### src/rtl/branch_resolve_ctrl_if.sv
// Branch-resolve / BTB-update bundle.
// slave  : branch_resolve_ctrl side (consumes EX results, drives flush/redirect/BTB update)
// master : EX stage + BTB side
interface branch_resolve_ctrl_if;
    logic        ex_valid;
    logic        ex_taken;
    logic [31:0] ex_pc;
    logic [31:0] ex_target;
    logic        ex_phit;
    logic [29:0] ex_paddr;
    logic        up_ready;
    logic        flush;
    logic        redirect_en;
    logic [31:0] redirect_pc;
    logic        upEN;
    logic [29:0] tag;
    logic [29:0] br_a;
    logic        stall_req;

    modport slave (
        input  ex_valid, ex_taken, ex_pc, ex_target, ex_phit, ex_paddr, up_ready,
        output flush, redirect_en, redirect_pc, upEN, tag, br_a, stall_req
    );

    modport master (
        output ex_valid, ex_taken, ex_pc, ex_target, ex_phit, ex_paddr, up_ready,
        input  flush, redirect_en, redirect_pc, upEN, tag, br_a, stall_req
    );
endinterface

### src/rtl/branch_resolve_ctrl.sv
// Branch resolution controller: checks resolved branches against the fetch-time
// prediction, sequences flush/redirect on a mispredict and queues BTB updates.
// Optional macro BRC_STATS_EN adds saturating branch/mispredict/drop counters.
//
// state  | meaning
// -------+-----------------------------------------------------------
// RUN    | classify ex_valid branches, enqueue BTB updates
// FLUSH  | squash wrong path for FLUSH_CYCLES cycles, ex_valid ignored
module branch_resolve_ctrl #(
    parameter int DEPTH        = 4,
    parameter int FLUSH_CYCLES = 2
) (
    input  logic                 CLK,
    input  logic                 nRST,
    branch_resolve_ctrl_if.slave bus
`ifdef BRC_STATS_EN
    ,
    output logic [31:0]          stat_branches,
    output logic [31:0]          stat_mispredicts,
    output logic [15:0]          stat_drops
`endif
);

    localparam int AW = $clog2(DEPTH);
    localparam int CW = (FLUSH_CYCLES > 1) ? $clog2(FLUSH_CYCLES) : 1;
    localparam logic [AW:0] FULL_CNT = (AW+1)'(DEPTH);

    localparam logic [0:0] S_RUN   = 1'b0;
    localparam logic [0:0] S_FLUSH = 1'b1;

    logic [0:0]    state;
    logic [CW-1:0] cnt;
    logic          redirect_en_q;
    logic [31:0]   redirect_pc_q;

    logic [59:0]   mem [DEPTH];
    logic [AW-1:0] wr_ptr;
    logic [AW-1:0] rd_ptr;
    logic [AW:0]   count;

    logic        valid_run;
    logic        addr_match;
    logic        mispredict;
    logic        enq;
    logic        deq;
    logic        do_wr;
    logic        drop;
    logic        empty;
    logic        full;
    logic [31:0] redirect_next;
    logic [59:0] head;

    // Classify the resolved branch and decide redirect/enqueue
    always_comb begin
        valid_run     = bus.ex_valid && (state == S_RUN);
        addr_match    = (bus.ex_paddr == bus.ex_target[31:2]);
        mispredict    = valid_run && ((bus.ex_phit && !bus.ex_taken) ||
                                      (!bus.ex_phit && bus.ex_taken) ||
                                      (bus.ex_phit && bus.ex_taken && !addr_match));
        // A predicted-taken branch that falls through leaves the BTB alone:
        // there is no invalidate, so only taken misses are written back.
        enq           = valid_run && bus.ex_taken && (!bus.ex_phit || !addr_match);
        redirect_next = (bus.ex_phit && !bus.ex_taken) ? (bus.ex_pc + 32'd4) : bus.ex_target;
    end

    // FIFO status and write/drop qualification
    always_comb begin
        empty = (count == '0);
        full  = (count == FULL_CNT);
        deq   = !empty && bus.up_ready;
        do_wr = enq && (!full || deq);
        drop  = enq && full && !deq;
        head  = mem[rd_ptr];
    end

    assign bus.flush       = (state == S_FLUSH);
    assign bus.redirect_en = redirect_en_q;
    assign bus.redirect_pc = redirect_pc_q;
    assign bus.upEN        = deq;
    assign bus.tag         = empty ? 30'd0 : head[59:30];
    assign bus.br_a        = empty ? 30'd0 : head[29:0];
    assign bus.stall_req   = full;

    // Flush sequencer: flush window timed by a down-counter to terminal count
    always_ff @(posedge CLK or negedge nRST) begin
        if (!nRST) begin
            state         <= S_RUN;
            cnt           <= '0;
            redirect_en_q <= 1'b0;
            redirect_pc_q <= 32'd0;
        end else begin
            case (state)
                S_RUN: begin
                    redirect_en_q <= 1'b0;
                    if (mispredict) begin
                        state         <= S_FLUSH;
                        cnt           <= CW'(FLUSH_CYCLES - 1);
                        redirect_en_q <= 1'b1;
                        redirect_pc_q <= redirect_next;
                    end
                end
                S_FLUSH: begin
                    redirect_en_q <= 1'b0;
                    if (cnt == '0) begin
                        state <= S_RUN;
                    end else begin
                        cnt <= cnt - 1'b1;
                    end
                end
                default: begin
                    state         <= S_RUN;
                    redirect_en_q <= 1'b0;
                end
            endcase
        end
    end

    // FIFO storage; contents are don't-care while empty since outputs are masked
    always_ff @(posedge CLK) begin
        if (do_wr) begin
            mem[wr_ptr] <= {bus.ex_pc[31:2], bus.ex_target[31:2]};
        end
    end

    // FIFO pointers and occupancy; full slot is reused on simultaneous enq+deq
    always_ff @(posedge CLK or negedge nRST) begin
        if (!nRST) begin
            wr_ptr <= '0;
            rd_ptr <= '0;
            count  <= '0;
        end else begin
            if (do_wr) begin
                wr_ptr <= wr_ptr + 1'b1;
            end
            if (deq) begin
                rd_ptr <= rd_ptr + 1'b1;
            end
            if (do_wr && !deq) begin
                count <= count + 1'b1;
            end else if (deq && !do_wr) begin
                count <= count - 1'b1;
            end
        end
    end

`ifdef BRC_STATS_EN
    // Saturating event counters
    always_ff @(posedge CLK or negedge nRST) begin
        if (!nRST) begin
            stat_branches    <= '0;
            stat_mispredicts <= '0;
            stat_drops       <= '0;
        end else begin
            if (valid_run && (stat_branches != '1)) begin
                stat_branches <= stat_branches + 1'b1;
            end
            if (mispredict && (stat_mispredicts != '1)) begin
                stat_mispredicts <= stat_mispredicts + 1'b1;
            end
            if (drop && (stat_drops != '1)) begin
                stat_drops <= stat_drops + 1'b1;
            end
        end
    end
`else
    logic unused_drop;
    assign unused_drop = drop;
`endif

endmodule
### src/flat_wrapper.sv
// flat-port wrapper written by rule: the top's interface ports become plain ports
module branch_resolve_ctrl_flat 
#(
    parameter int DEPTH        = 4,
    parameter int FLUSH_CYCLES = 2
)
  (CLK, nRST, bus_ex_valid, bus_ex_taken, bus_ex_pc, bus_ex_target, bus_ex_phit, bus_ex_paddr, bus_up_ready, bus_flush, bus_redirect_en, bus_redirect_pc, bus_upEN, bus_tag, bus_br_a, bus_stall_req);
  branch_resolve_ctrl_if bus_i ();
  input  logic CLK;
  input  logic nRST;
  input wire logic [$bits(bus_i.ex_valid)-1:0] bus_ex_valid;
  input wire logic [$bits(bus_i.ex_taken)-1:0] bus_ex_taken;
  input wire logic [$bits(bus_i.ex_pc)-1:0] bus_ex_pc;
  input wire logic [$bits(bus_i.ex_target)-1:0] bus_ex_target;
  input wire logic [$bits(bus_i.ex_phit)-1:0] bus_ex_phit;
  input wire logic [$bits(bus_i.ex_paddr)-1:0] bus_ex_paddr;
  input wire logic [$bits(bus_i.up_ready)-1:0] bus_up_ready;
  output wire logic [$bits(bus_i.flush)-1:0] bus_flush;
  output wire logic [$bits(bus_i.redirect_en)-1:0] bus_redirect_en;
  output wire logic [$bits(bus_i.redirect_pc)-1:0] bus_redirect_pc;
  output wire logic [$bits(bus_i.upEN)-1:0] bus_upEN;
  output wire logic [$bits(bus_i.tag)-1:0] bus_tag;
  output wire logic [$bits(bus_i.br_a)-1:0] bus_br_a;
  output wire logic [$bits(bus_i.stall_req)-1:0] bus_stall_req;
  assign bus_i.ex_valid = bus_ex_valid;
  assign bus_i.ex_taken = bus_ex_taken;
  assign bus_i.ex_pc = bus_ex_pc;
  assign bus_i.ex_target = bus_ex_target;
  assign bus_i.ex_phit = bus_ex_phit;
  assign bus_i.ex_paddr = bus_ex_paddr;
  assign bus_i.up_ready = bus_up_ready;
  assign bus_flush = bus_i.flush;
  assign bus_redirect_en = bus_i.redirect_en;
  assign bus_redirect_pc = bus_i.redirect_pc;
  assign bus_upEN = bus_i.upEN;
  assign bus_tag = bus_i.tag;
  assign bus_br_a = bus_i.br_a;
  assign bus_stall_req = bus_i.stall_req;
  branch_resolve_ctrl #(.DEPTH(DEPTH), .FLUSH_CYCLES(FLUSH_CYCLES)) u_core (.CLK(CLK), .nRST(nRST), .bus(bus_i));
endmodule
### config.mk
export PLATFORM = sky130hd
export DESIGN_NAME = branch_resolve_ctrl_flat
export DESIGN_NICKNAME = d
export VERILOG_FILES = /design/src/rtl/branch_resolve_ctrl_if.sv /design/src/rtl/branch_resolve_ctrl.sv /design/src/flat_wrapper.sv
export SDC_FILE = /design/constraint.sdc
export NUM_CORES = 1
export LEC_CHECK = 0
export CAP_MARGIN = 20
export CORE_MARGIN = 10
export CORE_UTILIZATION = 33
export CTS_CLUSTER_DIAMETER = 120
export DETAILED_ROUTE_END_ITERATION = 10
export GPL_TIMING_DRIVEN = 0
export SYNTH_ARGS = -nofsm -noshare
export SYNTH_HDL_FRONTEND = slang
export SYNTH_SLANG_ARGS = --single-unit
### constraint.sdc
create_clock -name CLK -period 5.1 [get_ports CLK]
set_input_delay 1.02 -clock CLK [delete_from_list [all_inputs] [get_ports CLK]]
set_output_delay 1.02 -clock CLK [all_outputs]
set_load 0.01 [all_outputs]
==> Word level (Yosys, flattened, before mapping) <==
Memories as Yosys holds them, arrays and structs flattened.
Cells that the tools add are included.
{ "word_totals": {"regBits": 42, "ram_bits": 240, "inputBits": 100, "output_inout_bits": 96, "word_cells": 58, "n_memories": 1} }
{ "mem_list": {"columns": ["name", "words", "word_bits", "read_ports", "rd_clocked_by_memory_dff", "wr", "line", "text"], "rows": [
  ["u_core.mem", 4, 60, 1, 0, 1, "branch_resolve_ctrl.sv:36", "logic [59:0] mem [DEPTH];"]
]} }
{ "op_classes": {"add_sub_neg": 6, "n_eq_ne": 3, "muxes": 14, "bitwise_logic": 1, "reduce_logical": 26} }
{ "ops": {"columns": ["operator", "n"], "rows": [
  ["2-to-1 mux 30 bit", 2],
  ["adder 32 x 3 -> 32 bit, second input constant", 1],
  ["2-to-1 mux 32 bit", 1],
  ["== test 30 bit", 1],
  ["logical AND 1 bit", 12],
  ["logical NOT 1 bit", 7],
  ["2-to-1 mux 1 bit", 6],
  ["2-to-1 mux 3 bit", 2],
  ["case mux 1 bit (2 select lines)", 3],
  ["adder 2 x 1 -> 2 bit, second input constant", 2],
  ["logical OR 1 bit", 4],
  ["adder 3 x 1 -> 3 bit, second input constant", 1],
  ["== test 3 bit, second input constant", 1],
  ["logical NOT 3 bit", 1],
  ["subtractor 3 x 1 -> 3 bit, second input constant", 1],
  ["inequality test 2 x 1 -> 1 bit, second input constant", 1],
  ["AND reduction 2 bit", 1],
  ["nonzero test 2 bit", 1],
  ["inverter 1 bit", 1],
  ["subtractor 1 bit, second input constant", 1]
]} }

==> Logic depth before layout (Yosys ltp) <==
Gate-level depths: netlist of run 1.
{ "logic_depth": {"ltp_word": 9, "mapped_depth": 11, "mapped_depth_nobuf": 11} }

==> Worst setup path before layout of run 1 <==
Ideal clock, no wire load.
{ "synth_path": {"path_type": "input port to flip-flop", "from": "input port bus_ex_paddr[24]", "to": "memory u_core.mem[0][0], enable pin", "setup_time_ns": 0.424, "arrival_ns": 3.194, "required_time_ns": 4.676, "setup_slack_ns": 1.482, "cell_stages": 6, "path_buffers": 0, "cell_sequence": "xor2_1 nor4_1 nand4_1 nor4_1 a21oi_1 and2_1"} }
{ "synth_via": {"elab_chain_len": 7} }
{ "synth_lines": {"columns": ["item", "line", "text"], "rows": [
  ["start, declared", "flat_wrapper.sv:16", "input wire logic [$bits(bus_i.ex_paddr)-1:0] bus_ex_paddr;"],
  ["== test 30 bit", "branch_resolve_ctrl.sv:56", "addr_match = (bus.ex_paddr == bus.ex_target[31:2]);"],
  ["logical NOT 1 bit", "branch_resolve_ctrl.sv:62", "enq = valid_run && bus.ex_taken && (!bus.ex_phit || !addr_match);"],
  ["logical OR 1 bit", "branch_resolve_ctrl.sv:62", null],
  ["logical AND 1 bit", "branch_resolve_ctrl.sv:62", null],
  ["logical AND 1 bit", "branch_resolve_ctrl.sv:71", "do_wr = enq && (!full || deq);"],
  ["named net u_core.do_wr", "branch_resolve_ctrl.sv:46", "logic do_wr;"],
  ["2-to-1 mux 1 bit", "branch_resolve_ctrl.sv:120", "if (do_wr) begin"],
  ["2-to-1 mux 1 bit (implied by the code)", "branch_resolve_ctrl.sv:121", "mem[wr_ptr] <= {bus.ex_pc[31:2], bus.ex_target[31:2]};"],
  ["end, declared", "branch_resolve_ctrl.sv:36", null]
]} }
The timed path passes the listed nets, and every way through them passes these cells.

==> Final worst setup path of run 1 <==
{ "layout_path": {"from": "input port bus_ex_target[28]", "to": "register u_core.count[1]"} }
{ "layout_via": {"elab_chain_len": 8, "word_cells_on_any_way": 10, "classes_between": "eq/ne (1); mux (1); reduce/logical (8)"} }
{ "layout_lines": {"columns": ["item", "line", "text"], "rows": [
  ["start, declared", "flat_wrapper.sv:14", "input wire logic [$bits(bus_i.ex_target)-1:0] bus_ex_target;"],
  ["== test 30 bit *", "branch_resolve_ctrl.sv:56", null],
  ["logical NOT 1 bit *", "branch_resolve_ctrl.sv:62", null],
  ["logical OR 1 bit *", "branch_resolve_ctrl.sv:62", null],
  ["logical AND 1 bit *", "branch_resolve_ctrl.sv:62", null],
  ["logical AND 1 bit *", "branch_resolve_ctrl.sv:71", null],
  ["named net u_core.do_wr", "branch_resolve_ctrl.sv:46", null],
  ["logical NOT 1 bit", "branch_resolve_ctrl.sv:140", "end else if (deq && !do_wr) begin"],
  ["logical AND 1 bit", "branch_resolve_ctrl.sv:140", null],
  ["nonzero test 2 bit (no source line)", null, null],
  ["end signal, assigned", "branch_resolve_ctrl.sv:139", "count <= count + 1'b1;"],
  ["end signal, assigned", "branch_resolve_ctrl.sv:141", "count <= count - 1'b1;"],
  ["end, declared", "branch_resolve_ctrl.sv:39", "logic [AW:0] count;"]
]} }
Mark *: on every way through the listed nets, which the timed path passes. The rest lies on a longest branch.
A chain may end at the register's enable or synchronous reset.

==> results of run 1 <==
-- worst reg2reg max path, stage by stage (launching register included) --
cell      delay, ns
dfrtp_1        0.43
or3_1          0.38
clkbuf_1       0.30
and2_1         0.31
inv_1          0.10
ha_1           0.19
inv_1          0.06
fa_1           0.37
xor2_1         0.17
nor2_1         0.11
xor2_1         0.15
-- metal layers --
metal	up-vias	wire length [µm]	global-route usage, %
li1	3126	-	-
met1	3530	14200	19.1
met2	186	16900	25.6
met3	40	2250	3.72
met4	2	467	2.65
met5	-	20	0
-- report_power, final --
group	switching, mW	total [mW]	internal [mW]
combinational	1.40	3.10	1.69
clock	0.915	2.13	1.21
sequential	0.145	3.00	2.86
total	2.46	8.23	5.76
-- flip-flops by register name, indices dropped and copies added (netlist names) --
signal / count
u_core.bus.redirect_en: 1
u_core.wr_ptr: 2
u_core.mem: 240
u_core.count: 3
u_core.bus.flush: 1
u_core.cnt: 1
u_core.bus.redirect_pc: 32
u_core.rd_ptr: 2
-- path summary, 6_finish.rpt --
path                                    from                   endpoint
setup / recovery           bus_ex_target[28]            u_core.count[1]
hold / removal                          nRST  u_core.bus.redirect_pc[1]
setup reg to reg             u_core.count[0]            u_core.count[2]
hold reg to reg                   u_core.cnt           u_core.bus.flush
max in group asynchronous               nRST  u_core.bus.redirect_pc[9]
min in group CLK                  u_core.cnt           u_core.bus.flush
-- area by class of cell --
cell class / count / area [µm²] / area share (%)
tap: 461 / 577 / 3.69
multi-input combinational: 365 / 3570 / 22.9
buffer: 34 / 143 / 0.912
clock inverter: 24 / 183 / 1.17
sequential: 282 / 8260 / 52.8
inverter: 12 / 45.0 / 0.288
clock buffer: 34 / 787 / 5.03
timing repair buffer: 200 / 2080 / 13.3
-- stage by stage --
step | power, mW | cell area [µm²] | setup WS, ns | hold WS (ns)
2_1_floorplan | 4.57 | 12000 | 1.48 | 0.447
3_3_place_gp | 6.21 | 14500 | -1.36 | 0.459
3_5_place_dp | 6.24 | 14700 | -0.244 | 0.470
4_1_cts | 8.40 | 15600 | 0.337 | 0.314
5_1_grt | 8.68 | 15600 | 0.224 | 0.325
6_report | 8.23 | 15600 | 0.510 | 0.330
-- cell usage in the layout (no fill, tap or decap), types with 8 or more instances in the layout --
| cell | synthesis | final |
|---|---|---|
| inv_1 | 12 | 12 |
| nand2_1 | 11 | 11 |
| clkdlybuf4s50_1 | 0 | 194 |
| mux4_2 | 60 | 60 |
| clkbuf_1 | 26 | 29 |
| mux2_1 | 10 | 10 |
| edfxtp_1 | 240 | 240 |
| xnor2_1 | 32 | 32 |
| xor2_1 | 31 | 31 |
| nor4_1 | 12 | 12 |
| nor2_1 | 31 | 31 |
| clkbuf_16 | 0 | 31 |
| a21oi_1 | 24 | 24 |
| and2_1 | 65 | 61 |
| nor3_1 | 8 | 8 |
| nand3_1 | 12 | 12 |
| clkinv_2 | 0 | 8 |
| mux2_2 | 31 | 31 |
| ha_1 | 8 | 8 |
| dfrtp_1 | 42 | 42 |
-- kinds of logic (layout without fill, tap and decap cells) --
kind of cell / after synthesis / in the layout / share of synthesized area (%)
simple gates: 162 / 162 / 7.55
fa+ha+maj: 9 / 9 / 1.00
mux: 102 / 102 / 15.2
compound gates: 29 / 29 / 1.31
buf+inv: 46 / 304 / 1.56
flops: 282 / 282 / 68.8
xor+xnor: 63 / 63 / 4.59
==> impl_results.rst, run 1 <==
.. list-table::
   :header-rows: 1

   * - Metric
     - Value
   * - Vias after detailed routing
     - 6884
   * - Number of synthesized register bits
     - 282
   * - Kind of start point of the critical path
     - input pin
   * - Global router's overall resource usage
     - 15.0%
   * - Required time of the critical path
     - between 5 and 6 ns
   * - Ant diodes
     - 0
   * - Final count of pins violating max slew
     - 0
   * - Starting density of the core
     - 33.6%
   * - Unrepaired setup endpoints after global routing
     - no
   * - Most frequent cell on the critical path
     - nor4_1
   * - Post-synthesis cell count
     - 693
   * - Area of the core
     - 0.0357 mm²
   * - Cell count along the critical path
     - 10
   * - Biggest area contributors in the synthesized netlist
     - edfxtp_1 60%, mux4_2 11%, dfrtp_1 8.8%
   * - Total clock sinks
     - 282
   * - Unique cell type count in the Yosys netlist
     - 37
   * - Height of the die
     - 211 µm
   * - Cell Chain, Critical Path
     - clkdlybuf4s50_1 > xor2_1 > nor4_1 > nand4_1 > nor4_1 > a21oi_1 > ha_1 > inv_1 > fa_1 > mux2_2
   * - Kind of cell adding the most delay to the critical path
     - simple AND/OR/NAND/NOR gates
   * - CP bufs+invs
     - 2
   * - Worst-path cell with the longest stage delay
     - nor4_1
   * - Worst-Margin Slew
     - between 0.9 and 1 ns
   * - Proportion of layout cells with a drive suffix above 1
     - 16.6%
   * - Tcrit/Tclk final
     - around 90%
   * - Detailed-route wire length
     - 33.9 mm
   * - Total number of placement rows
     - 69
   * - Number of H-tree levels
     - 1
   * - Horizontal die dimension
     - 211 µm
   * - Crit-path max cell delay
     - 0.78 ns
   * - Final net count
     - 1035
   * - Area share of the leading cell type in the synthesized netlist
     - 60.0%
   * - Clock tree from TritonCTS
     - built
   * - Run status
     - finished, final reports clean
   * - Yosys warning total
     - 0
   * - Utilization after layout
     - 43.8%
   * - Largest clock skew in the final design
     - approximately 0.026 ns
   * - Most area-hungry cell type in the Yosys netlist
     - edfxtp_1
   * - Final hold violations
     - 0
   * - Share of synthesized area occupied by flip-flops and latches
     - around 69%
   * - Worst endpoint data arrival time
     - 5.02 ns
   * - Post-CTS resize count
     - 0
   * - DRC violation total after the first TritonRoute iteration
     - between 300 and 400
   * - Type of the tightest min-delay check
     - in2async
   * - Initial antenna violation count
     - 1
   * - Peak supply drop
     - between 200 and 300 µV
   * - Insertion delay of the later-clocked pin in the worst-skew pair
     - 0.57 ns
   * - Final weighted congestion of routability-driven global placement
     - 0.767
   * - Worst relative slew slack
     - between 30% and 40%
   * - FF-to-FF setup slack
     - 2.46 ns
   * - Path type of the worst setup path
     - in2reg
   * - Post-layout minimum cycle time
     - 4.59 ns
   * - Netlist area before placement
     - 0.0120 mm²
   * - Ratio of routed vias to standard cells
     - about 4.9
   * - Sort of element at the end of the critical path
     - flop
   * - Post-synthesis average cell area
     - 17.3 µm²
   * - Clock edge transition at the registers on the reported setup and hold paths
     - 0.06 ns
   * - # fillers
     - around 3200
   * - Number of I/O pins
     - 196
   * - Via count of the first global-routing pass
     - 7334
   * - Num CTS Buffers
     - 31
   * - DP Wirelength
     - 23.9 mm
   * - List of most frequent post-synthesis cells
     - 240 x edfxtp_1, 65 x and2_1, 60 x mux4_2
   * - EDFF count, synth
     - 240
   * - Overall overflow remaining after global route
     - 0
   * - Fraction of synthesis flops using an asynchronous set or reset pin
     - 14.9%
   * - Synth-to-Final Area Change
     - 30.3%
   * - Most used DFF post-synth
     - edfxtp_1
   * - Number of antenna-violating nets in the routed design
     - 0
   * - Post-route insts no fill
     - 1412
   * - Cell depth of the worst flop-to-flop path
     - 10
   * - Buffer depth of the longest clock path
     - 3
   * - Power per cell area
     - about 530 mW/mm²
   * - Detailed Routing Iterations Pass 1
     - 5
   * - Post-CTS setup buffer count
     - 0
   * - Max Clock Freq
     - 0.218 GHz
   * - Max-cap check violation count
     - 0
   * - Library cell with the highest instance count after synthesis
     - edfxtp_1
   * - CTS Hold Buffers Added
     - 0
   * - Placed instance count
     - ~1400
   * - Wire length of the first global-routing pass
     - 49.4 mm
   * - Post-Synthesis Net Count
     - about 800
   * - Largest net degree at the start of global routing
     - 45
   * - DR WL/cell
     - 24.0 µm
   * - Total Die Area
     - 0.0444 mm²
   * - Clock Root Buffer
     - clkbuf_16
   * - Final Setup Violations
     - 0
   * - Highest fanout seen on the critical path
     - 7
   * - Residual DRC
     - 0
   * - Count of buffers from port buffering
     - 195
   * - Final sum of negative setup slack
     - 0 ns
   * - Static Leak
     - 5.18 nW
No activity file was read; power rests on OpenSTA's default activity.
==> run 2, diff against run 1 <==
CORE_MARGIN = 4   (was 10)
HOLD_SLACK_MARGIN = 0.03   (was unset)
TNS_END_PERCENT = 100   (was unset)
==> run 2 against run 1 <==
  * Register-to-register slack is essentially flat
  * Final cell count is essentially flat
  * Clock power grew 3%
  * Global-route usage grew 1.2 points
  * Clock-buffer cell count grew 4
  * Via count shrank 0.23%
  * Worst setup slack gained 0.0035 ns
  * Core utilization grew 0.077 points
==> impl_results.rst, run 2 (same netlist as run 1, synthesis figures left out) <==
.. list-table::
   :header-rows: 1

   * - Metric
     - Value
   * - Final total power
     - 8.27 mW
   * - Overall overflow remaining after global route
     - 0
   * - Run status
     - finished, final reports clean
   * - Peak supply drop
     - around 290 µV
   * - Final Setup Violations
     - 0
   * - Total clock sinks
     - ~280
   * - Crit-path max cell delay
     - 0.81 ns
   * - Horizontal die dimension
     - 199 µm
   * - Kind of cell adding the most delay to the critical path
     - buffers and inverters
   * - Final hold violations
     - 0
   * - # fillers
     - around 3200
   * - Post-CTS resize count
     - 0
   * - Path type of the worst setup path
     - reg2out
   * - Highest fanout seen on the critical path
     - 10
   * - Startpoint of the lowest-slack register-to-register path
     - u_core.count[0]
   * - Worst-Margin Slew
     - 1.01 ns
   * - Number of H-tree levels
     - 1
   * - Max-cap check violation count
     - 0
   * - Most frequent standard cell in the layout excluding fill and tap cells
     - edfxtp_1
   * - Post-layout minimum cycle time
     - 4.59 ns
   * - Ratio of routed vias to standard cells
     - ~4.9
   * - Wire length of the first global-routing pass
     - between 40 and 50 mm
   * - Tcrit/Tclk final
     - 89.9%
   * - Number of antenna-violating nets in the routed design
     - 0
   * - Max Clock Freq
     - 0.218 GHz
   * - Cell depth of the worst flop-to-flop path
     - 10
   * - Count of buffers from port buffering
     - 195
   * - DR WL/cell
     - 23.3 µm
   * - Required time of the critical path
     - 4.08 ns
   * - Most used cells in the layout excluding fill and tap cells
     - 240 x edfxtp_1, 194 x clkdlybuf4s50_1, 61 x and2_1, 60 x mux4_2, 42 x dfrtp_1
   * - Residual DRC
     - 0
   * - Largest net degree at the start of global routing
     - between 40 and 50
   * - Kind of start point of the critical path
     - flop
   * - Worst relative slew slack
     - 32.9%
   * - Sort of element at the end of the critical path
     - output pin
   * - Insertion delay of the later-clocked pin in the worst-skew pair
     - 0.54 ns
   * - Total number of placement rows
     - 69
   * - DP Wirelength
     - 22.8 mm
   * - Num CTS Buffers
     - 31
   * - FF-to-FF setup slack
     - 2.46 ns
   * - Clock edge transition at the registers on the reported setup and hold paths
     - 0.06 ns
   * - Post-CTS setup buffer count
     - 0
   * - Global route hottest layer
     - met2
   * - Cell Chain, Critical Path
     - clkbuf_1 > buf_1 > mux4_2 > and2_1 > clkdlybuf4s50_1
   * - Total Die Area
     - 0.0395 mm²
   * - Worst endpoint data arrival time
     - approximately 3.6 ns
   * - Clock tree from TritonCTS
     - built
   * - Register name with the most flops
     - u_core.mem
   * - Via count of the first global-routing pass
     - 7150
   * - Ant diodes
     - 0
   * - Starting density of the core
     - 33.6%
   * - Met3 capacity usage during global routing
     - roughly 2.8%
   * - Vias after detailed routing
     - roughly 6900
   * - Clock Root Buffer
     - clkbuf_16
   * - Power per cell area
     - 528 mW/mm²
   * - Area of the core
     - 0.0357 mm²
   * - Final weighted congestion of routability-driven global placement
     - 0.744
   * - GR Layer Usage met2
     - 27.5%
   * - Worst-path cell with the longest stage delay
     - buf_1
   * - Placed instance count
     - roughly 1400
   * - Global router's overall resource usage
     - 16.2%
   * - Synth-to-Final Area Change
     - 30.5%
   * - DRC violation total after the first TritonRoute iteration
     - around 360
   * - Detailed-route wire length
     - roughly 33 mm
   * - Setup WS pre-CTS
     - -0.134 ns
   * - Type of the tightest min-delay check
     - in2async
   * - Buffer depth of the longest clock path
     - 3
   * - Max reg flops
     - 240
   * - Number of I/O pins
     - between 150 and 200
   * - Initial antenna violation count
     - 1
   * - Largest clock skew in the final design
     - 0.00782 ns
   * - Min setup slack post-route
     - 0.514 ns
   * - Final count of pins violating max slew
     - 0
   * - Unrepaired setup endpoints after global routing
     - no
   * - Height of the die
     - 199 µm
   * - Static Leak
     - 5.19 nW
   * - CP bufs+invs
     - 3
   * - Capture point of the worst reg-to-reg path
     - u_core.count[2]
   * - Final net count
     - 1035
   * - Post-route insts no fill
     - 1411
   * - Proportion of layout cells with a drive suffix above 1
     - 16.1%
   * - Detailed Routing Iterations Pass 1
     - 4
   * - Met1 routing resource usage after global routing
     - between 20 and 25%
   * - CTS Hold Buffers Added
     - 0
run 2: cell count changes in the layout (fill, tap and decap cells not counted):
cell	previous run	this run
bufinv_16	2	4
clkbuf_1	29	33
clkinv_2	8	5
clkinvlp_4	4	2
inv_6	2	0
run 2: worst register-to-register path, cell delays in order, from the launching register on:
cell and delay [ns]:
dfrtp_1 0.43, or3_1 0.38, clkbuf_1 0.31, and2_1 0.31
inv_1 0.10, ha_1 0.19, inv_1 0.06, fa_1 0.37
xor2_1 0.17, nor2_1 0.12, xor2_1 0.15
run 2: worst max-delay path by stage:
| stage | startpoint | end | slack (ns) | cells after the start |
|---|---|---|---|---|
| global route | u_core.rd_ptr[0] | bus_tag[9] | 0.20 | 5 |
| floorplan | bus_ex_paddr[24] | u_core.mem[0][0] | 1.48 | 6 |
| finish | u_core.rd_ptr[0] | bus_tag[9] | 0.51 | 5 |
| detailed placement | bus_ex_target[28] | u_core.count[1] | -0.13 | 10 |
| CTS | u_core.rd_ptr[0] | bus_tag[9] | 0.33 | 5 |
| global placement | bus_ex_target[28] | u_core.mem[3][14] | -1.22 | 7 |
run 2: metrics by stage:
| stage | instance area, µm² | hold slack [ns] | setup TNS (ns) | util [%] |
|---|---|---|---|---|
| floorplan | 12000 | 0.447 | 0 | - |
| global placement | 14500 | 0.462 | -288.68 | 40.7 |
| detailed placement | 14700 | 0.470 | -0.240 | 41.1 |
| CTS | 15700 | 0.369 | 0 | 43.8 |
| global route | 15700 | 0.386 | 0 | 43.8 |
| finish | 15700 | 0.395 | 0 | 43.8 |
run 2: metal layers:
metal	wire [µm]	vias to the layer above
met5	0	-
met4	394	0
li1	-	3117
met3	1600	26
met1	14500	3560
met2	16300	165
run 2: report_power, final:
group | switching (mW) | internal, mW
sequential | 0.157 | 2.86
combinational | 1.36 | 1.70
clock | 0.887 | 1.31
total | 2.40 | 5.86
run 2: area by class of cell:
class | count | area (µm²) | share of cell area (%)
Buffer | 34 | 143 | 0.910
Inverter | 12 | 45.0 | 0.287
Clock buffer | 38 | 802 | 5.12
Sequential cell | 282 | 8260 | 52.7
Tap cell | 461 | 577 | 3.68
Clock inverter | 19 | 195 | 1.25
Multi-Input combinational cell | 365 | 3570 | 22.8
Timing Repair Buffer | 200 | 2080 | 13.3
